$ cat config.mk
export PLATFORM = sky130hd
export DESIGN_NAME = mfp_reset_sequencer
export DESIGN_NICKNAME = d
export VERILOG_FILES = /design/src/rtl/mfp_reset_sequencer.sv
export SDC_FILE = /design/constraint.sdc
export NUM_CORES = 1
export LEC_CHECK = 0
export CORE_MARGIN = 1
export CORE_UTILIZATION = 45
export DETAILED_ROUTE_END_ITERATION = 16
export DONT_BUFFER_PORTS = 1
export SLEW_MARGIN = 20
export SYNTH_ARGS = -nofsm -noshare
export SYNTH_HDL_FRONTEND = slang
export SYNTH_SLANG_ARGS = --single-unit
$ cat constraint.sdc
create_clock -name SI_ClkIn -period 4 [get_ports SI_ClkIn]
set_input_delay 0.6 -clock SI_ClkIn [delete_from_list [all_inputs] [get_ports SI_ClkIn]]
set_output_delay 0.6 -clock SI_ClkIn [all_outputs]
set_load 0.01 [all_outputs]
$ cat src/rtl/mfp_reset_sequencer.sv
// mfp_reset_sequencer
// Staged multi-channel active-low reset generator. All channels are held low
// for a programmable pulse and then released one at a time, channel 0 first,
// with a programmable gap between releases. A debounced board button or a
// single-cycle software request re-runs the whole sequence, and the block
// records which source caused the most recent reset.
module mfp_reset_sequencer #(
    parameter int N_CH            = 4,
    parameter int PULSE_CYCLES    = 16,
    parameter int STAGE_GAP       = 4,
    parameter int DEBOUNCE_CYCLES = 8,
    parameter int CNT_W           = 8
) (
    input  logic            SI_ClkIn,
    input  logic            SI_Reset,
    input  logic            req_button,
    input  logic            req_sw,
    input  logic [N_CH-1:0] ext_n,
    output logic [N_CH-1:0] rst_n,
    output logic            busy,
    output logic            done,
    output logic [1:0]      cause
);

    // The channel index has to count up to N_CH (16 max), so 5 bits suffice.
    localparam int IDX_W = 5;

    localparam logic [CNT_W-1:0] CNT_ZERO   = {CNT_W{1'b0}};
    localparam logic [CNT_W-1:0] CNT_ONE    = CNT_W'(1'b1);
    localparam logic [CNT_W-1:0] PULSE_LAST = CNT_W'(PULSE_CYCLES - 1);
    localparam logic [CNT_W-1:0] GAP_LAST   = CNT_W'(STAGE_GAP - 1);
    localparam logic [CNT_W-1:0] DB_LAST    = CNT_W'(DEBOUNCE_CYCLES - 1);
    localparam logic [IDX_W-1:0] IDX_LAST   = IDX_W'(N_CH - 1);
    localparam logic [N_CH-1:0]  CH_NONE    = {N_CH{1'b0}};
    localparam logic [N_CH-1:0]  CH_ALL     = {N_CH{1'b1}};
    localparam logic [N_CH-1:0]  CH_ONE     = N_CH'(1'b1);

    typedef enum logic [1:0] {
        ST_HOLD  = 2'd0,
        ST_STAGE = 2'd1,
        ST_RUN   = 2'd2
    } state_t;

    state_t            state_r;
    logic [CNT_W-1:0]  cnt_r;
    logic [IDX_W-1:0]  idx_r;
    logic [N_CH-1:0]   ch_q_r;
    logic              busy_r;
    logic              done_r;
    logic [1:0]        cause_r;

    logic              btn_meta_r;
    logic              btn_sync_r;
    logic              btn_db_r;
    logic              btn_rise_r;
    logic [CNT_W-1:0]  db_cnt_r;

    logic              req_s;

    // Either request source restarts the sequence; btn_rise_r is already a
    // registered single-cycle pulse.
    assign req_s = req_sw | btn_rise_r;

    // External resets (e.g. probe TRST) are ANDed in without touching the FSM.
    assign rst_n = ch_q_r & ext_n;
    assign busy  = busy_r;
    assign done  = done_r;
    assign cause = cause_r;

    // Button path: two-flop synchronizer, then a debouncer that flips its
    // level only after DEBOUNCE_CYCLES consecutive disagreeing samples.
    always_ff @(posedge SI_ClkIn) begin
        if (SI_Reset) begin
            btn_meta_r <= 1'b0;
            btn_sync_r <= 1'b0;
            btn_db_r   <= 1'b0;
            btn_rise_r <= 1'b0;
            db_cnt_r   <= CNT_ZERO;
        end else begin
            btn_meta_r <= req_button;
            btn_sync_r <= btn_meta_r;
            btn_rise_r <= 1'b0;
            if (btn_sync_r != btn_db_r) begin
                if (db_cnt_r == DB_LAST) begin
                    btn_db_r   <= btn_sync_r;
                    btn_rise_r <= btn_sync_r;
                    db_cnt_r   <= CNT_ZERO;
                end else begin
                    db_cnt_r <= db_cnt_r + CNT_ONE;
                end
            end else begin
                db_cnt_r <= CNT_ZERO;
            end
        end
    end

    // Sequencing FSM: hold all channels, then release them one per gap;
    // any request restarts the full pulse from whatever state we are in.
    always_ff @(posedge SI_ClkIn) begin
        if (SI_Reset) begin
            state_r <= ST_HOLD;
            ch_q_r  <= CH_NONE;
            cnt_r   <= CNT_ZERO;
            idx_r   <= 5'd0;
            busy_r  <= 1'b1;
            done_r  <= 1'b0;
            cause_r <= 2'd0;
        end else if (req_s) begin
            state_r <= ST_HOLD;
            ch_q_r  <= CH_NONE;
            cnt_r   <= CNT_ZERO;
            idx_r   <= 5'd0;
            busy_r  <= 1'b1;
            done_r  <= 1'b0;
            cause_r <= req_sw ? 2'd2 : 2'd1;
        end else begin
            done_r <= 1'b0;
            case (state_r)
                ST_HOLD: begin
                    if (cnt_r == PULSE_LAST) begin
                        ch_q_r <= ch_q_r | CH_ONE;
                        cnt_r  <= CNT_ZERO;
                        idx_r  <= 5'd1;
                        if (N_CH == 1) begin
                            state_r <= ST_RUN;
                            busy_r  <= 1'b0;
                            done_r  <= 1'b1;
                        end else begin
                            state_r <= ST_STAGE;
                        end
                    end else begin
                        cnt_r <= cnt_r + CNT_ONE;
                    end
                end
                ST_STAGE: begin
                    if (cnt_r == GAP_LAST) begin
                        ch_q_r <= ch_q_r | (CH_ONE << idx_r);
                        cnt_r  <= CNT_ZERO;
                        idx_r  <= idx_r + 5'd1;
                        if (idx_r == IDX_LAST) begin
                            state_r <= ST_RUN;
                            busy_r  <= 1'b0;
                            done_r  <= 1'b1;
                        end else begin
                            state_r <= ST_STAGE;
                        end
                    end else begin
                        cnt_r <= cnt_r + CNT_ONE;
                    end
                end
                ST_RUN: begin
                    ch_q_r <= CH_ALL;
                    cnt_r  <= CNT_ZERO;
                    busy_r <= 1'b0;
                end
                default: begin
                    state_r <= ST_HOLD;
                    ch_q_r  <= CH_NONE;
                    cnt_r   <= CNT_ZERO;
                    idx_r   <= 5'd0;
                    busy_r  <= 1'b1;
                end
            endcase
        end
    end

endmodule

After elaboration in Yosys (flattened, before gate mapping)

Cells that the tools add are included.
W data, S select, Z words.

Bits of input ports: 8
Output and inout bits: 8
Logic and storage cells: 64
Bits in registers: 35

$add $sub $neg: 3
Equality and inequality tests: 10
Bitwise operators: 9
Shift-type cells: 1
Multiplexer cells: 18
Reduce and logical (&&, ||, !) cells: 10

Operator list:

| cell                  | count |
|---|---|
| $add A8 B1 Y8 const B | 2 |
| $mux W8               | 2 |
| $pmux W8 S2           | 1 |
| $pmux W5 S3           | 1 |
| $pmux W4 S3           | 1 |
| $mux W5               | 2 |
| $eq A8 B2 Y1 const B  | 1 |
| $eq A8 B3 Y1 const B  | 1 |
| $eq A8 B4 Y1 const B  | 1 |
| $mux W2               | 4 |
| $ne A2 B2 Y1 const B  | 3 |
| $not A1 Y1            | 6 |
| $pmux W2 S3           | 1 |
| $reduce_and A2 Y1     | 3 |
| $reduce_and A3 Y1     | 2 |
| $reduce_or A3 Y1      | 2 |
| $add A5 B1 Y5 const B | 1 |
| $eq A5 B2 Y1 const B  | 1 |
| $shl A1 B5 Y4 const A | 1 |
| $and A4 B4 Y4         | 1 |
| $mux W1               | 4 |
| $mux W4               | 1 |
| $or A4 B4 Y4          | 1 |
| $reduce_or A4 Y1      | 1 |
| other kinds (7)       | 7 |

Depth between registers and ports, before layout

Depth after elaboration: 4
Gate-level depth with buffers: 8

Worst setup path before layout

OpenSTA, ideal clock, no wires.

Path kind: register -> register
Start: register idx_r[1]
End: register busy_r, in the netlist busy
Cell stages (with the launch flop): 5
Arrival: 1.644 ns
Path slack: 2.236 ns
Required time: 3.880 ns
Period minus slack after synthesis: 1.764 ns
Cell sequence: dfxtp_1 ha_1 or4b_2 a21o_1 o31a_1

Cells in the longest elaborated chain, start to end: 3

RTL lines:

| what                               | RTL line | RTL |
|---|---|---|
| start: declaration                 | 46       | `logic [IDX_W-1:0] idx_r;` |
| start signal: assignment           | 139      | `idx_r <= idx_r + 5'd1;` |
| $eq A5 B2 Y1                       | 140      | `if (idx_r == IDX_LAST) begin` |
| $ne A2 B2 Y1 (no source line)      | --       |  |
| $reduce_and A3 Y1 (no source line) | --       |  |
| end signal: assignment             | 142      | `busy_r <= 1'b0;` |
| end signal: assignment             | 154      | `busy_r <= 1'b0;` |
| end signal: assignment             | 161      | `busy_r <= 1'b1;` |
| end: declaration                   | 48       | `logic busy_r;` |

Every way passes these cells.
A chain may end at the register's enable or synchronous reset.

Worst setup path after layout

Start: register state_r[0]
End: register cnt_r[6]

Cells in the longest elaborated chain, start to end: 2
Elaborated cells on any way between the ends: 3

RTL lines:

| what                                                    | RTL line | RTL |
|---|---|---|
| start: declaration                                      | 44       | `state_t state_r;` |
| start signal: assignment                                | 101      | `state_r <= ST_HOLD;` |
| start signal: assignment                                | 109      | `state_r <= ST_HOLD;` |
| start signal: assignment                                | 125      | `state_r <= ST_RUN;` |
| $eq A2 B1 Y1 / $logic_not A2 Y1 (equally long branches) | 118      | `case (state_r)` |
| $pmux W8 S2 *                                           | 118      |  |
| end signal: assignment                                  | 132      | `cnt_r <= cnt_r + CNT_ONE;` |
| end signal: assignment                                  | 148      | `cnt_r <= cnt_r + CNT_ONE;` |
| end: declaration                                        | 45       | `logic [CNT_W-1:0] cnt_r;` |

Every way passes the cells marked *; elsewhere a longest branch is shown, timed or not.

==> flow_summary.toml <==
[global_routing]
gr-total-overflow = 0
antenna_found_initial = 0
grt_busiest_layer = "met2"
grt_max_degree = 21
grt_pass1_wl_um = 4710
gr-usage-met2_pct = 25.5
grtUsageMet1_pct = 22.7
first_global_vias = 1066
track_usage_pct = 17.4
use_met3_pct = 6.51

[clock_network]
post_cts_resized = 0
htreeDepth = 2
cts_tree = "yes"
cts_setup_buffers = 0
clock_latency_ns = 0.33
clock_path_buffers = 2
holdBufCountCts = 0
cts_buffers = 5
clk_pin_slew_ns = 0.10
root_buffer = "clkbuf_4"
clock_sinks = 35

[power_and_ir_drop]
ir_drop_mv = 0.221
p_per_area_mw_per_mm2 = 338
p_int_w = 0.000458
seqPwrFrac_pct = 61.3
p_sw_w = 0.000118
p_total_w = 0.000576
p_clk_share_pct = 37.0
p_leak_nw = 0.599
p_sw_share_pct = 20.5
p_comb_share_pct = 1.7

[placement]
place_area_mm2 = 0.00164
gp_congestion = 0.761
io_buffers = 0
dpl.hpwl_um = 2090
dpl_worst_slack_ns = 1.84

[sta]
fin_hold_ws_ns = 0.324
clock.fmax_ghz = 0.461
slew_headroom_pct = 39.7
slew_violations = 0
setup_slack_ns = 1.83
rsz0062_at_grt = "false"
setup_violations = 0
skew_ns = 0.00365
fin_setup_tns_ns = 0
period_minus_slack_ns = 2.17
tightest_slew_ns = 0.903
finalCritPeriodShare_pct = 54.2
hold_violations = 0

[yosys]
synth-seq-area-share_pct = 43.9
synthCells = 178
synthArstFlopShare_pct = 0
avgSynthCellArea_um2 = 8.98
ys_types = 39
synth_flop_cell = "dfxtp_1"
yosysMostFrequentCell = "dfxtp_1"
syn-num-nets = 193
yosys_register_bits = 35
synth_area_leaders = "dfxtp_1, ha_1, nor2_1, xor2_1, xnor2_1"
yosys.area.top_type = "dfxtp_1"
yosysTopAreaCellShare_pct = 43.9
syn_area_mm2 = 0.00160
yosysWarnings = 0
synth_edf_count = 0
synth_commonest_cells = "dfxtp_1, nor2_1, a21oi_1, inv_1"

[die]
fp.dieArea_mm2 = 0.00379
rows = 21
start_util_pct = 47.5
die_w_um = 61.6
ioPinCount = 16
core_mm2 = 0.00336
die_y_um = 61.6

[layout]
fin_area_mm2 = 0.00171
drive_gt1_share_pct = 6.08
diodes = 0
fillers = 340
nNetsFinal = 195
area_growth_pct = 6.81

[status]
status = "finished, final reports clean"

[job]
max_cap_viol_count = 0

[drt]
wire_per_inst_um = 12.6
wl_um = 2870
drt_first_iter_violations = 46
num_vias = 1228
detail-route-antenna-nets = 0
viasPerCell = 5.41
dr.pass1.iters = 4
drc = 0

[min_path]
hp-class = "in -> reg"

[worst_setup_path]
cp.arrival_ns = 2.44
cp-end-kind = "flop"
required_ns = 4.27
start_kind = "flop"
worstSetupPathType = "reg -> reg"
crit_path_max_fanout = 15
==> power groups by stage <==
stage | logic, W | registers (W) | clock network [W]
after floorplan | 0.00000883 | 0.000361 | 0
after global placement | 0.00000971 | 0.000361 | 0
after detailed placement | 0.00000991 | 0.000361 | 0
after CTS | 0.00000990 | 0.000353 | 0.000223
after global routing | 0.0000109 | 0.000354 | 0.000238
final | 0.00000966 | 0.000353 | 0.000213
==> cell type report <==
class | count | area, um^2 | share of cell area (%)
sequential | 35 | 701 | 41.1
multi-input combinational | 127 | 835 | 48.9
timing repair buffer | 1 | 7.51 | 0.440
inverter | 10 | 37.5 | 2.20
tap | 46 | 57.6 | 3.37
clock buffer | 8 | 68.8 | 4.03
==> logic make-up after synthesis <==
logic type	Yosys count	synth area share [%]
AOI/OAI and AO/OA	31	12.5
xor gates and xnor gates	13	7.13
adders and majority gates	7	5.48
buffers and inverters	16	3.92
DFF	35	43.9
muxes	2	1.25
and+or+nand+nor	74	25.8
==> worst paths after layout <==
check                            startpoint  slack, ns           to  cells after the start
worst max-delay path             state_r[0]       1.83     cnt_r[6]                      5
worst min-delay path               SI_Reset       0.32   btn_meta_r                      1
worst max register to register   state_r[0]       1.83     cnt_r[6]                      5
worst min register to register  db_cnt_r[0]       0.44  db_cnt_r[0]                      1
==> cells in the final DEF (no fill, tap or decap), types with 3 or more instances in the layout <==
master    Yosys  final
o21ai_0       3      3
nand2_1       4      4
o31ai_1       3      3
a31oi_1       3      3
a21oi_1      10     10
xor2_1        7      7
nor3_1        6      6
inv_1        10     10
and2_1        4      4
ha_1          7      7
nor4_1        3      3
nand2b_1      3      3
nor2_1       23     23
clkbuf_4      0      5
or3_1         6      6
and3_1        3      3
or4_1         5      5
nand3_1       6      6
dfxtp_1      35     35
nor2b_1       4      4
xnor2_1       6      6
==> routing by layer <==
metal	vias up	wire [um]	part of all wire [%]
met2	20	1260	44
met4	0	58	2.0
met3	5	105	3.7
met5	-	0	0
li1	632	-	-
met1	571	1440	50
==> through the flow <==
stage / utilization (%) / instances
after CTS: 50.7 / 227
after global placement: 48.7 / 219
after floorplan: - / 178
final: 50.7 / 227
after detailed placement: 48.7 / 219
after global routing: 50.7 / 227
==> worst max-delay path, cell delays in order, from the launching register on <==
cell and delay [ns]:
dfxtp_1 0.35, inv_1 0.11, ha_1 0.32, a21boi_1 0.78, o21ai_1 0.35, nor2_1 0.19
==> registers in the layout, summed over array words and instances, names as in the netlist <==
register,flops
cnt_r,8
db_cnt_r,8
idx_r,5
ch_q_r,4
cause,2
state_r,2
btn_db_r,1
btn_meta_r,1
btn_rise_r,1
btn_sync_r,1
busy,1
done,1
Note: power is estimated with default switching activity, not from simulation.
